[config.mk]
export PLATFORM = sky130hd
export DESIGN_NAME = cart_bus_master
export DESIGN_NICKNAME = d
export VERILOG_FILES = /design/src/rtl/cart_bus_pkg.sv /design/src/rtl/cart_bus_master.sv
export SDC_FILE = /design/constraint.sdc
export NUM_CORES = 1
export LEC_CHECK = 0
export ABC_AREA = 1
export ABC_CLOCK_PERIOD_IN_PS = 1700
export BUFFER_PORTS_ARGS = -buffer_cell sky130_fd_sc_hd__buf_2
export CORE_ASPECT_RATIO = 1.1
export CORE_MARGIN = 3
export CORE_UTILIZATION = 54
export CTS_BUF_LIST = sky130_fd_sc_hd__clkbuf_8
export CTS_CLUSTER_SIZE = 8
export DETAILED_ROUTE_END_ITERATION = 7
export PLACE_DENSITY = 0.82
export SLEW_MARGIN = 40
export SYNTH_ARGS = -nofsm -noshare
export SYNTH_HDL_FRONTEND = slang
export SYNTH_SLANG_ARGS = --single-unit
[constraint.sdc]
create_clock -name clk -period 1.7 [get_ports clk]
set_input_delay 0.085 -clock clk [delete_from_list [all_inputs] [get_ports clk]]
set_output_delay 0.085 -clock clk [all_outputs]
set_load 0.05 [all_outputs]
[src/rtl/cart_bus_pkg.sv]
// Shared types and phase-window constants for the cartridge bus sequencer.
// Each bus strobe is active over an inclusive range of M-cycle phases.
package cart_bus_pkg;

   typedef enum logic [3:0] {
      P0   = 4'd0,
      P1   = 4'd1,
      P2   = 4'd2,
      P3   = 4'd3,
      P4   = 4'd4,
      P5   = 4'd5,
      P6   = 4'd6,
      P7   = 4'd7,
      IDLE = 4'd8
   } phase_t;

   localparam logic [2:0] NRD_FIRST    = 3'd0;
   localparam logic [2:0] NRD_LAST     = 3'd6;
   localparam logic [2:0] NCS_FIRST    = 3'd1;
   localparam logic [2:0] NCS_LAST     = 3'd6;
   localparam logic [2:0] NWR_FIRST    = 3'd4;
   localparam logic [2:0] NWR_LAST     = 3'd6;
   localparam logic [2:0] DOE_FIRST    = 3'd2;
   localparam logic [2:0] DOE_LAST     = 3'd7;
   localparam logic [2:0] SAMPLE_PHASE = 3'd6;

   localparam logic [15:0] DEFAULT_CS_LO = 16'hA000;
   localparam logic [15:0] DEFAULT_CS_HI = 16'hFDFF;

   // IDLE encodes above every phase index, so it never falls inside a window.
   function automatic logic in_window(input phase_t ph, input logic [2:0] first,
                                      input logic [2:0] last);
      logic [3:0] v;
      v = ph;
      return (v >= {1'b0, first}) && (v <= {1'b0, last});
   endfunction

endpackage

[src/rtl/cart_bus_master.sv]
// Turns single-byte requests into 8-phase DMG cartridge bus cycles.
// Bus pins are registered from the next phase so they change exactly at phase entry.
module cart_bus_master
   import cart_bus_pkg::*;
#(
   parameter logic [15:0] CS_LO = DEFAULT_CS_LO,
   parameter logic [15:0] CS_HI = DEFAULT_CS_HI
) (
   input  logic        clk,
   input  logic        nrst,
   input  logic        req_valid,
   output logic        req_ready,
   input  logic        req_write,
   input  logic [15:0] req_addr,
   input  logic [7:0]  req_wdata,
   output logic        rsp_valid,
   output logic [7:0]  rsp_rdata,
   output logic [15:0] a,
   output logic [7:0]  d_out,
   output logic        d_oe,
   input  logic [7:0]  d_in,
   output logic        nrd,
   output logic        nwr,
   output logic        ncs
);

   phase_t      state;
   phase_t      next_state;
   logic        accept;
   logic [15:0] addr_q;
   logic [7:0]  wdata_q;
   logic        write_q;
   logic [15:0] n_addr;
   logic [7:0]  n_wdata;
   logic        n_write;
   logic        n_sel;

   assign req_ready = (state == IDLE) || (state == P7);

   always_comb begin
      next_state = IDLE;
      accept     = req_valid && req_ready;
      unique case (state)
         IDLE:    next_state = accept ? P0 : IDLE;
         P0:      next_state = P1;
         P1:      next_state = P2;
         P2:      next_state = P3;
         P3:      next_state = P4;
         P4:      next_state = P5;
         P5:      next_state = P6;
         P6:      next_state = P7;
         P7:      next_state = accept ? P0 : IDLE;
         default: next_state = IDLE;
      endcase
      // The access seen during the next phase: fresh request on accept, else the latched one.
      n_addr  = accept ? req_addr  : addr_q;
      n_wdata = accept ? req_wdata : wdata_q;
      n_write = accept ? req_write : write_q;
      n_sel   = (n_addr >= CS_LO) && (n_addr <= CS_HI);
   end

   always_ff @(posedge clk or negedge nrst) begin
      if (!nrst) begin
         state   <= IDLE;
         addr_q  <= 16'h0000;
         wdata_q <= 8'h00;
         write_q <= 1'b0;
      end else begin
         state <= next_state;
         if (accept) begin
            addr_q  <= req_addr;
            wdata_q <= req_wdata;
            write_q <= req_write;
         end
      end
   end

   always_ff @(posedge clk or negedge nrst) begin
      if (!nrst) begin
         a         <= 16'h0000;
         d_out     <= 8'h00;
         d_oe      <= 1'b0;
         nrd       <= 1'b1;
         nwr       <= 1'b1;
         ncs       <= 1'b1;
         rsp_valid <= 1'b0;
         rsp_rdata <= 8'h00;
      end else begin
         if (next_state != IDLE) begin
            a <= n_addr;
         end
         nrd  <= !(!n_write && in_window(next_state, NRD_FIRST, NRD_LAST));
         nwr  <= !( n_write && in_window(next_state, NWR_FIRST, NWR_LAST));
         ncs  <= !( n_sel   && in_window(next_state, NCS_FIRST, NCS_LAST));
         d_oe <=    n_write && in_window(next_state, DOE_FIRST, DOE_LAST);
         if (n_write && in_window(next_state, DOE_FIRST, DOE_LAST)) begin
            d_out <= n_wdata;
         end
         rsp_valid <= (next_state == P7);
         if (!write_q && in_window(state, SAMPLE_PHASE, SAMPLE_PHASE)) begin
            rsp_rdata <= d_in;
         end
      end
   end

endmodule

== After elaboration in Yosys (flattened, before gate mapping) ==
Cells that the tools add are included.

* Register bits: 66
* Bits of input ports: 36
* Output and inout bits: 38
* Logic and storage cells: 57

* Order comparisons: 10
* Eq/ne operators: 10
* Multiplexer cells: 5
* Reductions and logical operators: 20

{| class="wikitable"
|+ Operators with widths
! operator !! number
|-
| $pmux 4 s8 || 1
|-
| $eq 4x3->1 const B || 5
|-
| $ge 16x16->1 const B || 1
|-
| $le 16x16->1 const B || 1
|-
| $mux 16 || 1
|-
| $le 4x3->1 const B || 3
|-
| $logic_and 1x1->1 || 12
|-
| $eq 4x2->1 const B || 2
|-
| $ge 4x1->1 const B || 2
|-
| $ge 4x3->1 const B || 2
|-
| $mux 8 || 1
|-
| $logic_not 1->1 || 5
|-
| $eq 4x1->1 const B || 1
|-
| $eq 4x4->1 const B || 1
|-
| $ge 4x2->1 const B || 1
|-
| $logic_not 4->1 || 1
|-
| $mux 4 || 1
|-
| $ne 4x4->1 const B || 1
|-
| $reduce_or 2->1 || 1
|-
| $logic_or 1x1->1 || 1
|-
| $mux 1 || 1
|}

== Logic depth before layout (Yosys ltp) ==
* Depth after elaboration: 9
* Gate-level depth with buffers: 11
* Gate-level depth less buffers: 11

== Least setup slack after synthesis ==
No wires, ideal clock.

* Path kind: reg2reg
* Start: register state[3]
* End: register a[0]
* Library setup time: 0.082 ns
* Data arrival time: 1.459 ns
* Data required time: 1.618 ns
* Slack: 0.160 ns
* Stages on the path, launching flop included: 9
* Buffers on the path: 2
* Clock period less this slack: 1.540 ns
* Cells stage by stage: dfstp_2 inv_2 nor2_2 nand2_2 nand2_2 buf_6 buf_4 nand3_1 a31oi_1

* Word-level cells in the longest chain between the ends: 6
* Elaborated cells on any way between the ends: 16
* Classes of those cells: eq/ne (9); mux (3); reduce/logical (4)

{| class="wikitable"
|+ RTL lines
! what !! line !! text
|-
| start, declared || cart_bus_master.sv:27 || <nowiki>phase_t state;</nowiki>
|-
| start signal, assigned || cart_bus_master.sv:69 || <nowiki>state <= next_state;</nowiki>
|-
| $eq 4x4->1 or $eq 4x3->1 (tied branches) || cart_bus_master.sv:38 || <nowiki>assign req_ready = (state == IDLE) || (state == P7);</nowiki>
|-
| $logic_or 1x1->1 * || cart_bus_master.sv:38 ||
|-
| named net req_ready || cart_bus_master.sv:12 || <nowiki>output logic req_ready,</nowiki>
|-
| $logic_and 1x1->1 * || cart_bus_master.sv:42 || <nowiki>accept = req_valid && req_ready;</nowiki>
|-
| $mux 4 || cart_bus_master.sv:44, cart_bus_master.sv:52 ||
|-
| $pmux 4 s8 || cart_bus_master.sv:43 || <nowiki>unique case (state)</nowiki>
|-
| $ne 4x4->1 || cart_bus_master.sv:89 || <nowiki>if (next_state != IDLE) begin</nowiki>
|-
| end signal, assigned || cart_bus_master.sv:90 || <nowiki>a <= n_addr;</nowiki>
|-
| end, declared || cart_bus_master.sv:18 || <nowiki>output logic [15:0] a,</nowiki>
|}

The timed path passes the listed nets; every way through them passes the cells marked *.
A chain may end at the register's enable or synchronous reset.

== Final worst setup path ==
* Start: register state[3]
* End: output port req_ready

* Word-level cells in the longest chain between the ends: 2
* Elaborated cells on any way between the ends: 3
* Classes of those cells: eq/ne (2); reduce/logical (1)

{| class="wikitable"
|+ RTL lines
! what !! line
|-
| $eq 4x4->1 or $eq 4x3->1 (tied branches) || cart_bus_master.sv:38
|-
| $logic_or 1x1->1 * || cart_bus_master.sv:38
|-
| end, declared || cart_bus_master.sv:12
|}

Every way passes the cells marked *; elsewhere a longest branch is shown, timed or not.

==> results by group <==
Run status
  – Run status: finished, final reports clean

Worst setup path
  – Crit path largest cell delay: 0.57 ns
  – Worst-path cell chain: inv_2 > nor2_2 > nand2_2 > nand2_4 > buf_6 > buf_6
  – Slowest cell on the critical path: dfstp_2
  – Startpoint Class: flop
  – Critical path's most frequent cell: buf_6
  – Crit. End Element: output port
  – Critical path class: reg2out
  – Reg-to-Reg End: ncs
  – Worst path arrival time: 1.53 ns
  – Flop-to-flop setup slack: 0.12 ns
  – CP Max Fanout: 10
  – Register-to-Register Path Depth: 11
  – CP required: 1.62 ns
  – R2r startpoint: state[3]

Cells and area
  – Final nets: 422
  – Layout cells sized above 1: 29.0%
  – Post-Route Utilization: 74.1%
  – Area Growth Syn to Fin: 29.6%
  – Final Non-Filler Cells: 446
  – Filler cell count in the final layout: 335
  – Ant diodes: 0

Synth
  – Commonest cells in the synthesized netlist: nand2_1, dfrtp_1, nand3_1
  – Cell with the most instances after synthesis: nand2_1
  – Number of synthesis warnings: 0
  – Synth area leader: dfrtp_1
  – Synthesized area: 0.00270 mm^2
  – Prevailing post-synth register cell: dfrtp_1
  – Number of flops mapped to enable cells by yosys: 0
  – Yosys top cell area share: a little under three fifths
  – Distinct cells, synth: 19
  – Asr flop ratio synth: 100%
  – Syn_area_per_cell: between 9 and 10 um^2
  – #FFs+latches synth: between 60 and 70
  – Synthesized net count: approximately 330
  – Mapped Cells: 290
  – Register area share after synthesis: 61.5%
  – Largest cells by area after synthesis: dfrtp_1, nand2_1, nand3_1, dfstp_2, nor2_1

Clock network
  – Reg clk slew, reported paths: 0.07 ns
  – Clk root buf: clkbuf_8
  – Sinks on the clock net: 66
  – H-tree Lvls: 3
  – CTS tree: yes
  – CTS Buffer Depth: 2
  – Number of setup buffers added after CTS: 0
  – Worst-skew pair later-pin latency: ~0.34 ns
  – TritonCTS Buffers: 9

Job
  – Max-cap viol count: 0

Timing
  – Final period util: 95.2%
  – Final Hold Vio Count: 0
  – Unrepaired setup endpoints after global routing: no
  – Worst-margin pin slew: 0.343 ns
  – Setup TNS: 0 ns
  – Normalized max-slew margin: between 70% and 80%
  – Clock skew: approximately 0.0092 ns
  – Max Slew Vio Count: 0
  – Final setup viols: 0
  – Fmax: a little over 0.6 GHz
  – Final Critical Period: approximately 1.6 ns

Detailed routing
  – Drt pass-1 iters: 4
  – Vias post-DR: 2,266
  – Avg Vias per Cell: 5.08
  – 1st-iter DRT viols: 139
  – Wirelength per Cell: 13.4 um
  – Routed Antenna Nets: 0
  – Final wirelength: 5980 um
  – Number of remaining DRC errors: 0

Global routing
  – GR Util met3: 5.88%
  – First-pass GRT wire length: between 9000 and 10,000 um
  – Largest net degree at the start of global routing: 67
  – Met1 Use GR: 29.3%
  – Met2 Use GR: approximately a third
  – Global route overflow: 0
  – Busiest grt layer: met2
  – Tot GR Track Use: 22.4%
  – Antenna violations before repair: 0
  – Vias in the first global route: 2,191

Power and ir drop
  – VDD IR max: around 1300 uV
  – P_int: 4.16 mW
  – Static Leak: 1.93 nW
  – Sequential cell fraction of total power: 33.5%
  – Clk pwr share: 16.5%
  – Switching share of power: 47.9%
  – Gate power share: 50.0%
  – Pwr dens: 2290 mW/mm^2
  – Switch Pwr: 3.82 mW

Placed design
  – DP Cell Count: about 420
  – Port Buffers: 73
  – Routability congestion estimate: 0.792
  – Post-DP HPWL: 3980 um

Floorplan
  – Cell Rows: 26
  – Floorplan core area: 0.00472 mm^2
  – Full die area: 0.00588 mm^2
  – Initial Util: 57.1%
  – Top Ports: 74
  – Die H: 80.1 um
  – Die Width: 73.4 um

Worst hold path
  – HP Start: req_wdata[0]
  – Worst hold path class: in2reg
  – Hold Crit Endpoint: wdata_q[0]
  – Hold Path Stages: 3
==> placed cells by master (no fill, tap or decap), types with 7 or more instances in the layout <==
cell type,n
o21ai_0,7
clkbuf_8,12
buf_2,72
nor2_1,20
nand3_1,35
a31oi_1,10
nand2_1,104
dfrtp_1,62
inv_1,17
dlygate4sd3_1,15
==> critical path, delay by kind of cell (launching register included) <==
family,cells,cell delay (ns)
buffers and inverters,3,0.38
flip-flops,1,0.57
AND/OR/NAND/NOR,3,0.25
==> per-layer routing <==
| layer | part of all wire, % | vias to the layer above |
|---|---|---|
| li1 | - | 1112 |
| met1 | 43 | 1078 |
| met2 | 49 | 67 |
| met3 | 6.3 | 9 |
| met4 | 1.5 | 0 |
| met5 | 0 | - |
==> worst max path at each step <==
stage / from / to / slack (ns) / cells after the start
global route: state[3] / a[6] / 0.01 / 9
detailed placement: state[3] / a[3] / 0.03 / 9
global placement: state[3] / a[4] / 0.09 / 9
floorplan: state[3] / a[0] / 0.16 / 8
finish: state[3] / req_ready / 0.08 / 6
CTS: state[3] / req_ready / 0.001 / 6
==> stage by stage <==
step                setup WS (ns)  power (mW)  area [um^2]  hold slack [ns]
floorplan                   0.160        5.72         2700           -0.211
global placement           0.0949        6.47         3110            0.124
detailed placement         0.0322        6.59         3110            0.129
CTS                       0.00101        7.97         3470          0.00632
global route               0.0125        8.52         3490           0.0221
finish                     0.0818        7.99         3490           0.0203
==> cell families after synthesis <==
group                  share of synthesized area [%]
buffers and inverters                           6.45
AOI/OAI and AO/OA                               3.99
DFF                                             61.5
and+or+nand+nor                                 28.1
==> final cells by class <==
| type | count | area [um^2] | area share [%] |
|---|---|---|---|
| Clock inverter | 3 | 38.8 | 1.11 |
| Inverter | 20 | 80.1 | 2.29 |
| Clock buffer | 12 | 165 | 4.73 |
| Sequential cell | 66 | 1660 | 47.4 |
| Multi-Input combinational cell | 192 | 870 | 24.9 |
| Tap cell | 56 | 70.1 | 2.01 |
| Timing Repair Buffer | 97 | 613 | 17.6 |
==> timing repair <==
action / CTS / global route
gates cloned: 0 / 0
resized for setup: 2 / 9
setup endpoints to repair: 1 / 25
hold endpoints to repair: 76 / 0
hold buffers: 15 / 0
==> power groups by stage <==
stage          Clock [mW]  Sequential, mW  Combinational [mW]
2_1_floorplan           0            4.09                1.63
3_3_place_gp            0            2.67                3.80
3_5_place_dp            0            2.70                3.89
4_1_cts              1.35            2.68                3.94
5_1_grt              1.40            2.76                4.37
6_report             1.32            2.68                3.99
==> flip-flops by register name (all words and copies together) (netlist names) <==
signal	cells
nrd	1
ncs	1
rsp_valid	1
wdata_q	8
a	16
addr_q	16
d_oe	1
rsp_rdata	8
nwr	1
state	4
write_q	1
d_out	8
No activity file was read; power rests on OpenSTA's default activity.
